--- config.mk ---
export PLATFORM = sky130hd
export DESIGN_NAME = stack_op_sequencer
export DESIGN_NICKNAME = d
export VERILOG_FILES = /design/src/rtl/stack_op_sequencer.sv
export SDC_FILE = /design/constraint.sdc
export NUM_CORES = 1
export LEC_CHECK = 0
export BUFFER_PORTS_ARGS = -buffer_cell sky130_fd_sc_hd__buf_4
export CAP_MARGIN = 0
export CORE_ASPECT_RATIO = 1.25
export CORE_MARGIN = 2
export CORE_UTILIZATION = 54
export CTS_CLUSTER_SIZE = 16
export DETAILED_ROUTE_END_ITERATION = 6
export GPL_ROUTABILITY_DRIVEN = 0
export PLACE_DENSITY = 0.79
export SLEW_MARGIN = 20
export SYNTH_ARGS = -nofsm -noshare
export SYNTH_HDL_FRONTEND = slang
export SYNTH_SLANG_ARGS = --single-unit
export TNS_END_PERCENT = 100
--- constraint.sdc ---
create_clock -name clk -period 2.7 [get_ports clk]
set_input_delay 0.81 -clock clk [delete_from_list [all_inputs] [get_ports clk]]
set_output_delay 0.81 -clock clk [all_outputs]
set_load 0.1 [all_outputs]
--- src/rtl/stack_op_sequencer.sv ---
// Purpose: sequences stack instructions (PUSH/POP/PEEK/DUP/SWAP/CLEAR) onto a single-port sync-read RAM.
// Latency: done at c1 (NOP/CLEAR/error), c2 (PUSH), c3 (POP/PEEK/DUP), c5 (SWAP); one op per latency+1 cycles.
// Backpressure: op_ready is high only in IDLE; op_valid while busy is ignored and must be held by the requester.
//
// Ports:
//   clk, rst                      clock and synchronous active-high reset
//   op_valid/op_ready/op_code/op_data   instruction handshake, opcode and PUSH operand
//   done/result/err               one-cycle completion pulse, result (0 when not done), reject flag
//   count/full/empty              stack occupancy status
//   mem_en/mem_we/mem_addr/mem_wdata/mem_rdata   RAM port (read data valid one cycle after the strobe)
module stack_op_sequencer #(
    parameter int DATA_W = 8,
    parameter int DEPTH  = 16,
    parameter int ADDR_W = $clog2(DEPTH)
) (
    input  logic              clk,
    input  logic              rst,
    input  logic              op_valid,
    output logic              op_ready,
    input  logic [2:0]        op_code,
    input  logic [DATA_W-1:0] op_data,
    output logic              done,
    output logic [DATA_W-1:0] result,
    output logic              err,
    output logic [ADDR_W:0]   count,
    output logic              full,
    output logic              empty,
    output logic              mem_en,
    output logic              mem_we,
    output logic [ADDR_W-1:0] mem_addr,
    output logic [DATA_W-1:0] mem_wdata,
    input  logic [DATA_W-1:0] mem_rdata
);

    localparam logic [2:0] S_IDLE = 3'd0;
    localparam logic [2:0] S_RD1  = 3'd1;
    localparam logic [2:0] S_RD2  = 3'd2;
    localparam logic [2:0] S_WR1  = 3'd3;
    localparam logic [2:0] S_WR2  = 3'd4;
    localparam logic [2:0] S_FIN  = 3'd5;

    localparam logic [2:0] OP_NOP   = 3'd0;
    localparam logic [2:0] OP_PUSH  = 3'd1;
    localparam logic [2:0] OP_POP   = 3'd2;
    localparam logic [2:0] OP_PEEK  = 3'd3;
    localparam logic [2:0] OP_DUP   = 3'd4;
    localparam logic [2:0] OP_SWAP  = 3'd5;
    localparam logic [2:0] OP_CLEAR = 3'd6;

    logic [2:0]        state_q, state_d;
    logic [ADDR_W:0]   count_q, count_d;
    logic [2:0]        op_q, op_d;
    logic [DATA_W-1:0] a_q, a_d;     // PUSH operand, popped/peeked/duplicated word, or SWAP word A
    logic [DATA_W-1:0] b_q, b_d;     // SWAP word B (the new top)
    logic              err_q, err_d;

    logic              is_full, is_empty, lt_two;
    logic [ADDR_W-1:0] addr_top, addr_below, addr_next;

    assign is_full  = (count_q == (ADDR_W+1)'(DEPTH));
    assign is_empty = (count_q == '0);
    assign lt_two   = (count_q < (ADDR_W+1)'(2));

    // Low address bits are enough: an access at 'count' only happens when not full,
    // and accesses below the top only happen when enough entries exist.
    assign addr_next  = count_q[ADDR_W-1:0];
    assign addr_top   = count_q[ADDR_W-1:0] - ADDR_W'(1);
    assign addr_below = count_q[ADDR_W-1:0] - ADDR_W'(2);

    // Next-state and datapath
    always_comb begin
        state_d = state_q;
        count_d = count_q;
        op_d    = op_q;
        a_d     = a_q;
        b_d     = b_q;
        err_d   = err_q;
        case (state_q)
            S_IDLE: begin
                if (op_valid) begin
                    op_d  = op_code;
                    a_d   = op_data;
                    err_d = 1'b0;
                    case (op_code)
                        OP_NOP:   state_d = S_FIN;
                        OP_PUSH:  if (is_full) err_d = 1'b1; else state_d = S_WR1;
                        OP_POP,
                        OP_PEEK:  if (is_empty) err_d = 1'b1; else state_d = S_RD1;
                        OP_DUP:   if (is_empty || is_full) err_d = 1'b1; else state_d = S_RD1;
                        OP_SWAP:  if (lt_two) err_d = 1'b1; else state_d = S_RD1;
                        OP_CLEAR: begin
                            count_d = '0;
                            state_d = S_FIN;
                        end
                        default:  err_d = 1'b1;
                    endcase
                    // Rejected instructions skip all RAM cycles
                    if (err_d) begin
                        state_d = S_FIN;
                    end
                end
            end
            S_RD1: begin
                // POP's only RAM cycle is this read, so the decrement closes here
                if (op_q == OP_POP) begin
                    count_d = count_q - (ADDR_W+1)'(1);
                end
                state_d = (op_q == OP_DUP) ? S_WR1 : S_RD2;
            end
            S_RD2: begin
                // Top word arrives now: POP/PEEK result, or SWAP word A
                a_d     = mem_rdata;
                state_d = (op_q == OP_SWAP) ? S_WR1 : S_FIN;
            end
            S_WR1: begin
                if (op_q == OP_PUSH || op_q == OP_DUP) begin
                    count_d = count_q + (ADDR_W+1)'(1);
                end
                if (op_q == OP_DUP) begin
                    a_d = mem_rdata;
                end
                if (op_q == OP_SWAP) begin
                    b_d = mem_rdata;
                end
                state_d = (op_q == OP_SWAP) ? S_WR2 : S_FIN;
            end
            S_WR2:   state_d = S_FIN;
            S_FIN:   state_d = S_IDLE;
            default: state_d = S_IDLE;
        endcase
    end

    // RAM port decode, zero outside access cycles
    always_comb begin
        mem_en    = 1'b0;
        mem_we    = 1'b0;
        mem_addr  = '0;
        mem_wdata = '0;
        case (state_q)
            S_RD1: begin
                mem_en   = 1'b1;
                mem_addr = addr_top;
            end
            S_RD2: begin
                if (op_q == OP_SWAP) begin
                    mem_en   = 1'b1;
                    mem_addr = addr_below;
                end
            end
            S_WR1: begin
                mem_en    = 1'b1;
                mem_we    = 1'b1;
                mem_addr  = (op_q == OP_SWAP) ? addr_top : addr_next;
                mem_wdata = (op_q == OP_PUSH) ? a_q : mem_rdata;
            end
            S_WR2: begin
                mem_en    = 1'b1;
                mem_we    = 1'b1;
                mem_addr  = addr_below;
                mem_wdata = a_q;
            end
            default: ;
        endcase
    end

    // Completion and status outputs
    always_comb begin
        done   = (state_q == S_FIN);
        err    = done & err_q;
        result = '0;
        if (done && !err_q) begin
            case (op_q)
                OP_PUSH, OP_POP, OP_PEEK, OP_DUP: result = a_q;
                OP_SWAP:                          result = b_q;
                default:                          result = '0;
            endcase
        end
    end

    assign op_ready = (state_q == S_IDLE);
    assign count    = count_q;
    assign full     = is_full;
    assign empty    = is_empty;

    always_ff @(posedge clk) begin
        if (rst) begin
            state_q <= S_IDLE;
            count_q <= '0;
            op_q    <= OP_NOP;
            a_q     <= '0;
            b_q     <= '0;
            err_q   <= 1'b0;
        end else begin
            state_q <= state_d;
            count_q <= count_d;
            op_q    <= op_d;
            a_q     <= a_d;
            b_q     <= b_d;
            err_q   <= err_d;
        end
    end

endmodule

### After elaboration in Yosys (flattened, before gate mapping)

Cells that the tools add are included.
Widths: inputs -> output; s select.

| operators by class | value |
|---|---|
| $add $sub $neg | 4 |
| order comparisons | 1 |
| eq/ne operators | 27 |
| muxes and demuxes | 36 |
| bitwise operators | 1 |
| reductions and logical operators | 19 |

Operators with widths:

| operator | number |
|---|---|
| $mux 8 | 4 |
| $pmux 8 s2 | 2 |
| $pmux 3 s5 | 2 |
| $pmux 8 s3 | 1 |
| $eq 3x3->1 const B | 7 |
| $mux 3 | 7 |
| $mux 5 | 4 |
| $eq 3x2->1 const B | 6 |
| $ne 4x4->1 const B | 4 |
| $pmux 4 s4 | 1 |
| $pmux 5 s3 | 1 |
| $mux 1 | 10 |
| $eq 3x1->1 const B | 3 |
| $mux 4 | 2 |
| $ne 2x2->1 const B | 4 |
| $ne 7x2->1 const B | 1 |
| $logic_not 3->1 | 2 |
| $reduce_and 6->1 | 1 |
| $reduce_bool 3->1 | 2 |
| $reduce_or 2->1 | 3 |
| $add 5x1->5 const B | 1 |
| $eq 5x5->1 const B | 1 |
| $logic_not 5->1 | 1 |
| $lt 5x2->1 const B | 1 |
| other kinds (15) | 17 |

| storage, ports and cells | value |
|---|---|
| register bits | 28 |
| bits of input ports | 22 |
| output and inout bits | 32 |
| word-level logic and storage cells | 94 |

### Logic depth before layout (Yosys ltp)

Gate-level depths: netlist of the first run.

| logic depth | value |
|---|---|
| word-level depth | 9 |
| depth in mapped cells | 9 |
| depth with buffers taken out | 9 |

### Worst setup path after synthesis of the first run

No wires, ideal clock.

| path | value |
|---|---|
| kind | reg-to-output |
| start | reg count_q[1], in the netlist count[1] |
| end | out mem_addr[2] |
| data arrival time | 3.969 ns |
| required time | 1.890 ns |
| setup slack | -2.079 ns |
| cell stages (with the launch flop) | 4 |
| buffers on the path | 0 |
| cell sequence | dfxtp_1 > inv_1 > ha_1 > o32ai_1 |

| on the way | value |
|---|---|
| cells in the longest elaborated chain, start to end | 3 |
| elaborated cells between the ends (all ways) | 5 |
| classes of those cells | add/sub (2); mux (3) |

Ends and longest elaborated chain:

| what | line | text |
|---|---|---|
| start, declared | 51 | `logic [ADDR_W:0] count_q, count_d;` |
| start signal, assigned | 195 | `count_q <= count_d;` |
| $sub 4x1->4 / $sub 4x2->4 (equally long branches) | 67, 68 |  |
| $mux 4, on equally long branches | 153, 145 |  |
| $pmux 4 s4 (*) | 139 | `case (state_q)` |
| end, declared | 30 | `output logic [ADDR_W-1:0] mem_addr,` |

Every way passes the cells marked *; elsewhere a longest branch is shown, timed or not.

### Final worst setup path of the first run

| path | value |
|---|---|
| start | reg op_q[1] |
| end | out mem_addr[0] |

| on the way | value |
|---|---|
| cells in the longest elaborated chain, start to end | 3 |
| elaborated cells between the ends (all ways) | 4 |
| classes of those cells | eq/ne (1); mux (3) |

Ends and longest elaborated chain:

| what | line | text |
|---|---|---|
| start, declared | 52 | `logic [2:0] op_q, op_d;` |
| start signal, assigned | 196 | `op_q <= op_d;` |
| $eq 3x3->1 (*) | 145, 153 |  |
| $mux 4, on equally long branches | 153, 145 |  |
| $pmux 4 s4 (*) | 139 |  |

Marked as above.

==> metrics.txt, run 1 <==
Die Outline Area=4680 sq um; WL/cell=16.7 microns; synth warn=0; Final Util=76.1%; Crit Path Max Fanout=6; DR vias=2348; clock sink count=28; delay-heaviest family, CP=simple AND/OR/NAND/NOR gates; layout cell share with drive strength beyond 1=39.6%; drt pass-1 iters=5; Clock Tree Root=clkbuf_8; DP Wirelength=4.49 mm; Die W=61.6 microns; Fmax achieved=364 MHz; fillers=321; effective utilization at floorplan=55.6%; Worst setup EP type=primary output; Sw Share=54.2%; number of setup violations in the final report=2; WP buf/inv=2; grt ovf=0; CTS Buffer Depth=2; dpl cell area=2750 sq um; CP max stage cell=dfxtp_2; GRT Total Usage=28.4%; most frequent cells in the layout=48 x buf_4, 41 x nand2_1, 26 x a21oi_1; largest net degree at the start of global routing=27; net switching power=1480 uW; Cell Area, Synth=2240 sq um; sequential share of the synthesized area=25.0%; crit path cell chain=nand3b_1, inv_2, ha_4, nand2_2, o21ai_2, a21oi_2, o22ai_4, buf_12; Routed WL=6.60 mm; Syn Nets=318; initial antenna violation count=0; Final WS setup=-0.0460 ns; Fin Clk Skew=0.00195 ns; internal cell power=1250 uW; Setup CP Type=flop to primary output; asr flop ratio synth=0%; vias per inst=5.96; Worst-Margin Slew=0.557 ns; Synth Area per Inst=7.81 sq um; worst skew pair latency=0.28 ns; Arr. time, crit path=1.94 ns; post-synthesis cell count=287; Synth top area share=25.0%; hold crit path type=flop to flop; RSZ-0062 raised after global routing=true; hold bufs inserted after CTS=0; remaining antenna violation count=0; total CTS buffers=3; row count=26; ant diodes=0; most common cell after layout, fill and taps aside=buf_4; pre-CTS setup slack=0.0879 ns; IO buf count=53; # DRC=0; Synth area leader=dfxtp_1; fin crit share=102%; vias in the first global route=2233; DIE HEIGHT=76.0 microns; CTS tree=yes; I/O pin cnt=54; outcome=complete, but fails checks; power per cell area=890 nW/um^2; CP required=1.89 ns; violated checks=setup timing; DRT iter0 DRCs=153; Layout Nets=370; startpoint types=flop; Slew Limit Fails=0; final critical-path required period=2.75 ns; Combinational Power Share=70.5%; cell area after layout=3070 sq um; ranking of synthesized cells by area=dfxtp_1 25%, nand2_1 7.2%, a21oi_1 6.3%; Layout Area Growth over Synthesis=37.1%; Worst-path clk slew=0.10 ns; Synth cell types=55; clock share of power=9.0%; Final Hold Vio Count=0; Max-Slew Margin vs Limit=62.7%; Post-synth EDFFs=0; VDD IR max=1.01 mV; number of synthesized register bits=28; core area=4030 sq um; Max-cap violations=0; CTS H-tree lvls=1; main flop type after synthesis=dfxtp_1; first-pass GRT wire length=10.4 mm; sequential power share=20.5%; Worst path max stage delay=0.33 ns; LEAKAGE=0.00121 uW
## cells by family (layout without fill, tap and decap cells)
group / count (synthesis) / after routing / synth area share (%)
and+or+nand+nor: 111 / 111 / 24.5
xor gates and xnor gates: 5 / 5 / 1.95
adders and majority gates: 9 / 9 / 5.36
muxes: 11 / 11 / 4.91
AOI/OAI and AO/OA: 87 / 87 / 27.9
DFF: 28 / 28 / 25.0
buffers and inverters: 36 / 87 / 10.3
## metrics by stage
step           std cells  setup TNS (ns)  hold slack (ns)  total power (uW)
6_report             394         -0.0502            0.479              2730
3_5_place_dp         385               0            0.467              2260
4_1_cts              391               0            0.481              2590
5_1_grt              394          -0.183            0.519              2850
3_3_place_gp         385               0            0.461              2230
2_1_floorplan        287           -1.91            0.453              1980
## sequential cells by signal, indices dropped and copies added (netlist names)
signal / count
op_q: 3
a_q: 8
err_q: 1
count: 5
state_q: 3
b_q: 8
## routing by layer
metal | track usage [%] | wire length, microns | vias to the layer above
li1 | - | - | 1113
met1 | 34.3 | 2540 | 1130
met2 | 48.5 | 3560 | 85
met3 | 3.74 | 338 | 20
met4 | 11.3 | 154 | 0
met5 | 0 | 0 | -
## worst reg2reg max path: cells and delay by family (launching register included)
| family | cells | cell delay (ns) |
|---|---|---|
| DFF | 1 | 0.38 |
| AOI/OAI and AO/OA | 3 | 0.57 |
| adders and majority gates | 1 | 0.41 |
| buffers and inverters | 1 | 0.11 |
| and+or+nand+nor | 3 | 0.44 |
| xor gates and xnor gates | 1 | 0.10 |
## layout make-up
| cell class | instances | area, sq um | area share (%) |
|---|---|---|---|
| multi-input combinational | 223 | 1640 | 53.4 |
| timing repair buffer | 71 | 692 | 22.5 |
| sequential | 28 | 581 | 18.9 |
| tap | 56 | 70.1 | 2.28 |
| inverter | 12 | 45.0 | 1.47 |
| clock buffer | 3 | 41.3 | 1.34 |
| clock inverter | 1 | 3.75 | 0.122 |
## synthesized netlist by cell type, types with 2 or more instances
master,n
a211o_1,2
a21oi_1,28
a22o_1,8
a311oi_1,7
a311oi_2,2
a31oi_1,2
and2_1,2
buf_2,3
buf_6,9
clkbuf_1,9
dfxtp_1,28
ha_1,8
inv_1,12
mux2i_1,11
nand2_1,43
nand2b_1,5
nand3_1,2
nand3b_1,5
nor2_1,33
nor2_2,2
nor2b_1,3
nor3_1,3
o211ai_1,2
o21ai_0,20
o22a_2,3
o22ai_1,2
o32ai_1,2
xnor2_1,3
xor2_1,2
## final timing paths
check	from	end	slack, ns	depth (start not counted)
hold reg to reg	b_q[3]$_SDFFE_PP0P_	b_q[3]$_SDFFE_PP0P_	0.48	2
hold / removal	b_q[3]$_SDFFE_PP0P_	b_q[3]$_SDFFE_PP0P_	0.48	2
setup / recovery	op_q[1]$_SDFFE_PP0P_	mem_addr[0]	-0.05	8
setup reg to reg	state_q[1]$_SDFFE_PP0P_	count[4]$_SDFFE_PP0P_	0.61	9
## power groups by stage
stage	sequential, uW	combinational (uW)	clock (uW)
final	561	1930	246
after global routing	569	2020	267
after CTS	549	1790	249
after detailed placement	554	1700	0
after global placement	550	1680	0
after floorplan	566	1410	0
## what timing repair did
action	CTS	global route
setup endpoints to repair	20	21
pin swaps	4	6
gates resized for setup	24	42
setup buffers	2	3
(Power assumes the default switching activity.)
==> run 2, diff against run 1 <==
CELL_PAD_IN_SITES_DETAIL_PLACEMENT = 1   (was unset)
CELL_PAD_IN_SITES_GLOBAL_PLACEMENT = 1   (was unset)
CORE_UTILIZATION = 39   (was 54)
==> metrics.txt, run 2 (synthesized netlist as in run 1, its figures left out) <==
clock share of power=12.1% (+3.1 points); Slew Limit Fails=0 (unchanged); Combinational Power Share=68.6% (-1.9 points); I/O pin cnt=54 (unchanged); CP required=1.89 ns (about the same); drt pass-1 iters=4 (-1); number of setup violations in the final report=1 (-1); grt ovf=0 (unchanged); WHS=0.487 ns (+0.00724 ns); DRT iter0 DRCs=78 (-49%); IO buf count=53 (unchanged); hold bufs inserted after CTS=0 (unchanged); CTS H-tree lvls=1 (unchanged); most frequent cells in the layout=55 x buf_4, 40 x nand2_1, 25 x a21oi_1; Max-cap violations=0 (unchanged); CTS tree=yes; GRT Total Usage=23.6% (-4.8 points); # DRC=0 (unchanged); outcome=complete, but fails checks; Die Outline Area=6370 sq um (+36%); DR vias=2325 (-0.98%); internal cell power=1360 uW (+8.4%); DP Wirelength=5.29 mm (+18%); RSZ-0062 raised after global routing=true; Worst-Margin Slew=0.592 ns (+0.0347 ns); initial antenna violation count=0 (unchanged); startpoint types=flop; Max-Slew Margin vs Limit=60.4% (-2.3 points); total power=2870 uW (+4.8%); layout cell share with drive strength beyond 1=43.4% (+3.7 points); Clock Tree Root=clkbuf_8; Worst setup EP type=primary output; Final Hold Vio Count=0 (unchanged); remaining antenna violation count=0 (unchanged); Crit Path Max Fanout=3 (-3); first-pass GRT wire length=11.8 mm (+14%); VDD IR max=0.738 mV (-27%); Final WS setup=-0.0552 ns (-0.00922 ns); CP max stage cell=a222oi_1; CTS Buffer Depth=2 (unchanged); Sw Share=52.6% (-1.6 points); most common cell after layout, fill and taps aside=buf_4; Layout Area Growth over Synthesis=43.2%; Fmax achieved=363 MHz (-0.33%); power per cell area=893 nW/um^2 (+0.34%); crit path cell chain=clkinvlp_4, ha_4, nand2_2, nand2_1, a222oi_1, o22ai_4, buf_12; ant diodes=0 (unchanged); Layout Nets=378 (+2.2%); effective utilization at floorplan=40.9% (-15 points); Worst path max stage delay=0.45 ns (+0.12 ns); final critical-path required period=2.76 ns (+0.00922 ns); sequential power share=19.3% (-1.2 points); clock sink count=28 (unchanged); vias in the first global route=2367 (+6.0%); row count=30 (+15%); WL/cell=18.4 microns (+9.6%); Arr. time, crit path=1.95 ns (about the same); Routed WL=7.52 mm (+14%); DIE HEIGHT=88.8 microns (+17%); worst skew pair latency=0.29 ns (about the same); net switching power=1510 uW (+1.8%); Worst-path clk slew=0.12 ns (+0.02 ns); Fin Clk Skew=0.0179 ns (+0.0159 ns); largest net degree at the start of global routing=27 (unchanged); Die W=71.8 microns (+17%); fin crit share=102% (+0.34 points); Setup CP Type=flop to primary output; core area=5480 sq um (+36%); LEAKAGE=0.00128 uW (+5.2%); vias per inst=5.67 (-4.8%); total CTS buffers=3 (unchanged); violated checks=setup timing; hold crit path type=flop to flop
run 2: changes by cell type in the layout (fill, tap and decap cells not counted), moves of 2 or more:
cell and change:
o21ai_1 -3, inv_4 +2, buf_8 +2, nor2b_4 -2, nor2b_2 +2, o21ai_0 +2, inv_1 -2, buf_4 +7
run 2: timing repair:
| action | CTS | global route |
|---|---|---|
| buffers inserted | 3 | 7 |
| gates resized for setup | 42 | 32 |
| pin swaps | 5 | 9 |
| endpoints found under the hold margin | 0 | 0 |
| endpoints found under the setup margin | 20 | 22 |
run 2: worst paths after layout:
kind / end / depth (start not counted) / start / slack, ns
max: mem_addr[3] / 7 / count[2]$_SDFFE_PP0P_ / -0.06
min: b_q[3]$_SDFFE_PP0P_ / 2 / b_q[3]$_SDFFE_PP0P_ / 0.49
max reg2reg: count[4]$_SDFFE_PP0P_ / 10 / state_q[1]$_SDFFE_PP0P_ / 0.38
min reg2reg: b_q[3]$_SDFFE_PP0P_ / 2 / b_q[3]$_SDFFE_PP0P_ / 0.49
run 2: layer usage:
| metal | track usage (%) | share of wire [%] | up-vias |
|---|---|---|---|
| met4 | 7.03 | 1.5 | 0 |
| met2 | 44.4 | 54 | 47 |
| li1 | - | - | 1130 |
| met3 | 2.39 | 3.4 | 10 |
| met1 | 28.0 | 42 | 1138 |
| met5 | 0 | 0 | - |
run 2: critical path: cells and delay by family (launching register included):
kind | cells | cell delay, ns
compound gates | 2 | 0.60
flops | 1 | 0.38
buf+inv | 2 | 0.34
fa+ha+maj | 1 | 0.20
simple gates | 2 | 0.12
run 2: layout make-up:
class                   count  area [sq um]
clock buffers               3          41.3
clock inverters             1          30.0
fillers                   644          2270
inverters                  12          53.8
multi-input cells         223          1670
flip-flops and latches     28           578
well taps                  64          80.1
repair buffers             79           754
run 2: power groups by stage:
stage          Sequential (uW)  Combinational, uW  Clock, uW
4_1_cts                    550               1860        351
5_1_grt                    564               2060        365
3_3_place_gp               553               1720          0
3_5_place_dp               556               1740          0
2_1_floorplan              566               1410          0
6_report                   554               1960        347
run 2: through the flow:
step                cell area (sq um)  util (%)  setup slack (ns)  cells  TNS (ns)
floorplan                        2370         -            -0.235    287     -1.91
global placement                 2780      50.7             0.178    396         0
detailed placement               2780      50.7             0.159    396         0
CTS                              3030      55.3          -0.00924    403  -0.00924
global route                     3210      58.5            -0.144    410    -0.227
finish                           3210      58.5           -0.0552    410   -0.0552
==> run 3, diff against run 2 <==
CORE_ASPECT_RATIO = unset   (was 1.25)
SKIP_CTS_REPAIR_TIMING = 1   (was unset)
==> metrics.txt, run 3 (synthesized netlist as in run 1, its figures left out) <==
fin crit share=98.1% (-3.9 points); vias per inst=5.61 (-1.1%); sequential power share=20.6% (+1.3 points); Setup CP Type=flop to primary output; CTS Buffer Depth=2 (unchanged); initial antenna violation count=0 (unchanged); Clock Tree Root=clkbuf_8; ant diodes=0 (unchanged); Slew Limit Fails=0 (unchanged); clock sink count=28 (unchanged); Fmax achieved=377 MHz (+4.0%); first-pass GRT wire length=11.9 mm (+0.52%); CP max stage cell=a222oi_1; Arr. time, crit path=1.84 ns (-0.11 ns); largest net degree at the start of global routing=27 (unchanged); GRT Total Usage=24.0% (+0.41 points); outcome=complete, no violations; Max-cap violations=0 (unchanged); CTS H-tree lvls=1 (unchanged); Final Hold Vio Count=0 (unchanged); worst skew pair latency=0.29 ns (about the same); DP Wirelength=5.44 mm (+2.8%); CP required=1.89 ns (about the same); CTS tree=yes; net switching power=1510 uW (+0.29%); most common cell after layout, fill and taps aside=buf_4; WP buf/inv=2 (unchanged); remaining antenna violation count=0 (unchanged); IO buf count=53 (unchanged); Worst path max stage delay=0.42 ns (-0.03 ns); hold crit path type=flop to flop; final critical-path required period=2.65 ns (-0.105 ns); pre-CTS setup slack=0.0852 ns (-0.0742 ns); I/O pin cnt=54 (unchanged); effective utilization at floorplan=40.4% (-0.44 points); power per cell area=902 nW/um^2 (+1.0%); core area=5540 sq um (+1.1%); total power=2790 uW (-2.6%); Worst-path clk slew=0.12 ns (about the same); most frequent cells in the layout=48 x buf_4, 41 x nand2_1, 26 x a21oi_1; Layout Area Growth over Synthesis=38.0%; WL/cell=18.5 microns (+0.86%); RSZ-0062 raised after global routing=true; most frequent CP cell=nand2_1; Final WS setup=0.0501 ns (+0.105 ns); number of setup violations in the final report=0 (-1); internal cell power=1280 uW (-5.8%); total CTS buffers=3 (unchanged); vias in the first global route=2278 (-3.8%); delay-heaviest family, CP=compound AO/OA/AOI/OAI gates; Fin Clk Skew=0.0102 ns (-0.00768 ns); crit path cell chain=inv_2, ha_2, nand2_1, nand2_1, a222oi_1, o22ai_4, buf_12; Routed WL=7.61 mm (+1.1%); DRT iter0 DRCs=110 (+41%); DIE HEIGHT=79.8 microns (-10%); row count=27 (-10%); Die W=79.8 microns (+11%); LEAKAGE=0.00123 uW (-3.9%); Die Outline Area=6370 sq um (about the same); Layout Nets=371 (-1.9%); grt ovf=0 (unchanged); Worst-Margin Slew=0.489 ns (-0.103 ns); VDD IR max=0.728 mV (-1.3%); Max-Slew Margin vs Limit=67.3% (+6.9 points); Sw Share=54.2% (+1.6 points); layout cell share with drive strength beyond 1=40.7% (-2.6 points); # DRC=0 (unchanged); clock share of power=11.5% (-0.6 points); drt pass-1 iters=4 (unchanged); DR vias=2305 (-0.86%); startpoint types=flop; Crit Path Max Fanout=6 (+3); Worst setup EP type=primary output; Combinational Power Share=67.8% (-0.8 points)
## run 3: changes by cell type in the layout (fill, tap and decap cells not counted), sizes merged
cell,delta
buf,-7
bufinv,-1
clkbuf,+1
clkinvlp,-1
inv,+1
## run 3: tightest hold or removal path: cells and delay by family, from the launching register on
family | cells | cell delay [ns]
AOI/OAI and AO/OA | 2 | 0.13
DFF | 1 | 0.34
## run 3: through the flow
stage,hold WS (ns),util [%],std cells,setup TNS [ns],cell area [sq um]
floorplan,0.453,-,287,-1.91,2370
global placement,0.468,50.2,403,0,2780
detailed placement,0.479,50.2,403,0,2780
CTS,0.495,51.4,407,-2.69,2850
global route,0.523,55.8,411,-0.0853,3090
finish,0.500,55.8,411,0,3090
## run 3: layout make-up
type	count	area, sq um
clock buffers	4	66.3
fillers	659	2450
inverters	12	50.0
multi-input cells	223	1620
flip-flops and latches	28	581
well taps	72	90.1
repair buffers	72	688
## run 3: path summary, 6_finish.rpt
path / start / end / slack (ns) / cells after the start
max: count[2]$_SDFFE_PP0P_ / mem_addr[3] / 0.05 / 7
min: b_q[2]$_SDFFE_PP0P_ / b_q[2]$_SDFFE_PP0P_ / 0.50 / 2
max reg2reg: state_q[1]$_SDFFE_PP0P_ / count[4]$_SDFFE_PP0P_ / 0.58 / 9
min reg2reg: b_q[2]$_SDFFE_PP0P_ / b_q[2]$_SDFFE_PP0P_ / 0.50 / 2
## run 3: power by group through the flow
| stage | clock network, uW | logic (uW) | registers (uW) |
|---|---|---|---|
| after floorplan | 0 | 1410 | 566 |
| after global placement | 0 | 1700 | 567 |
| after detailed placement | 0 | 1720 | 569 |
| after CTS | 321 | 1740 | 560 |
| after global routing | 341 | 1990 | 584 |
| final | 322 | 1890 | 576 |
## run 3: layer usage
layer	part of all wire (%)	track usage, %	vias up
met3	3.6	3.05	8
met2	46	37.8	47
li1	-	-	1116
met4	0.89	6.10	0
met5	0	0	-
met1	49	34.4	1134
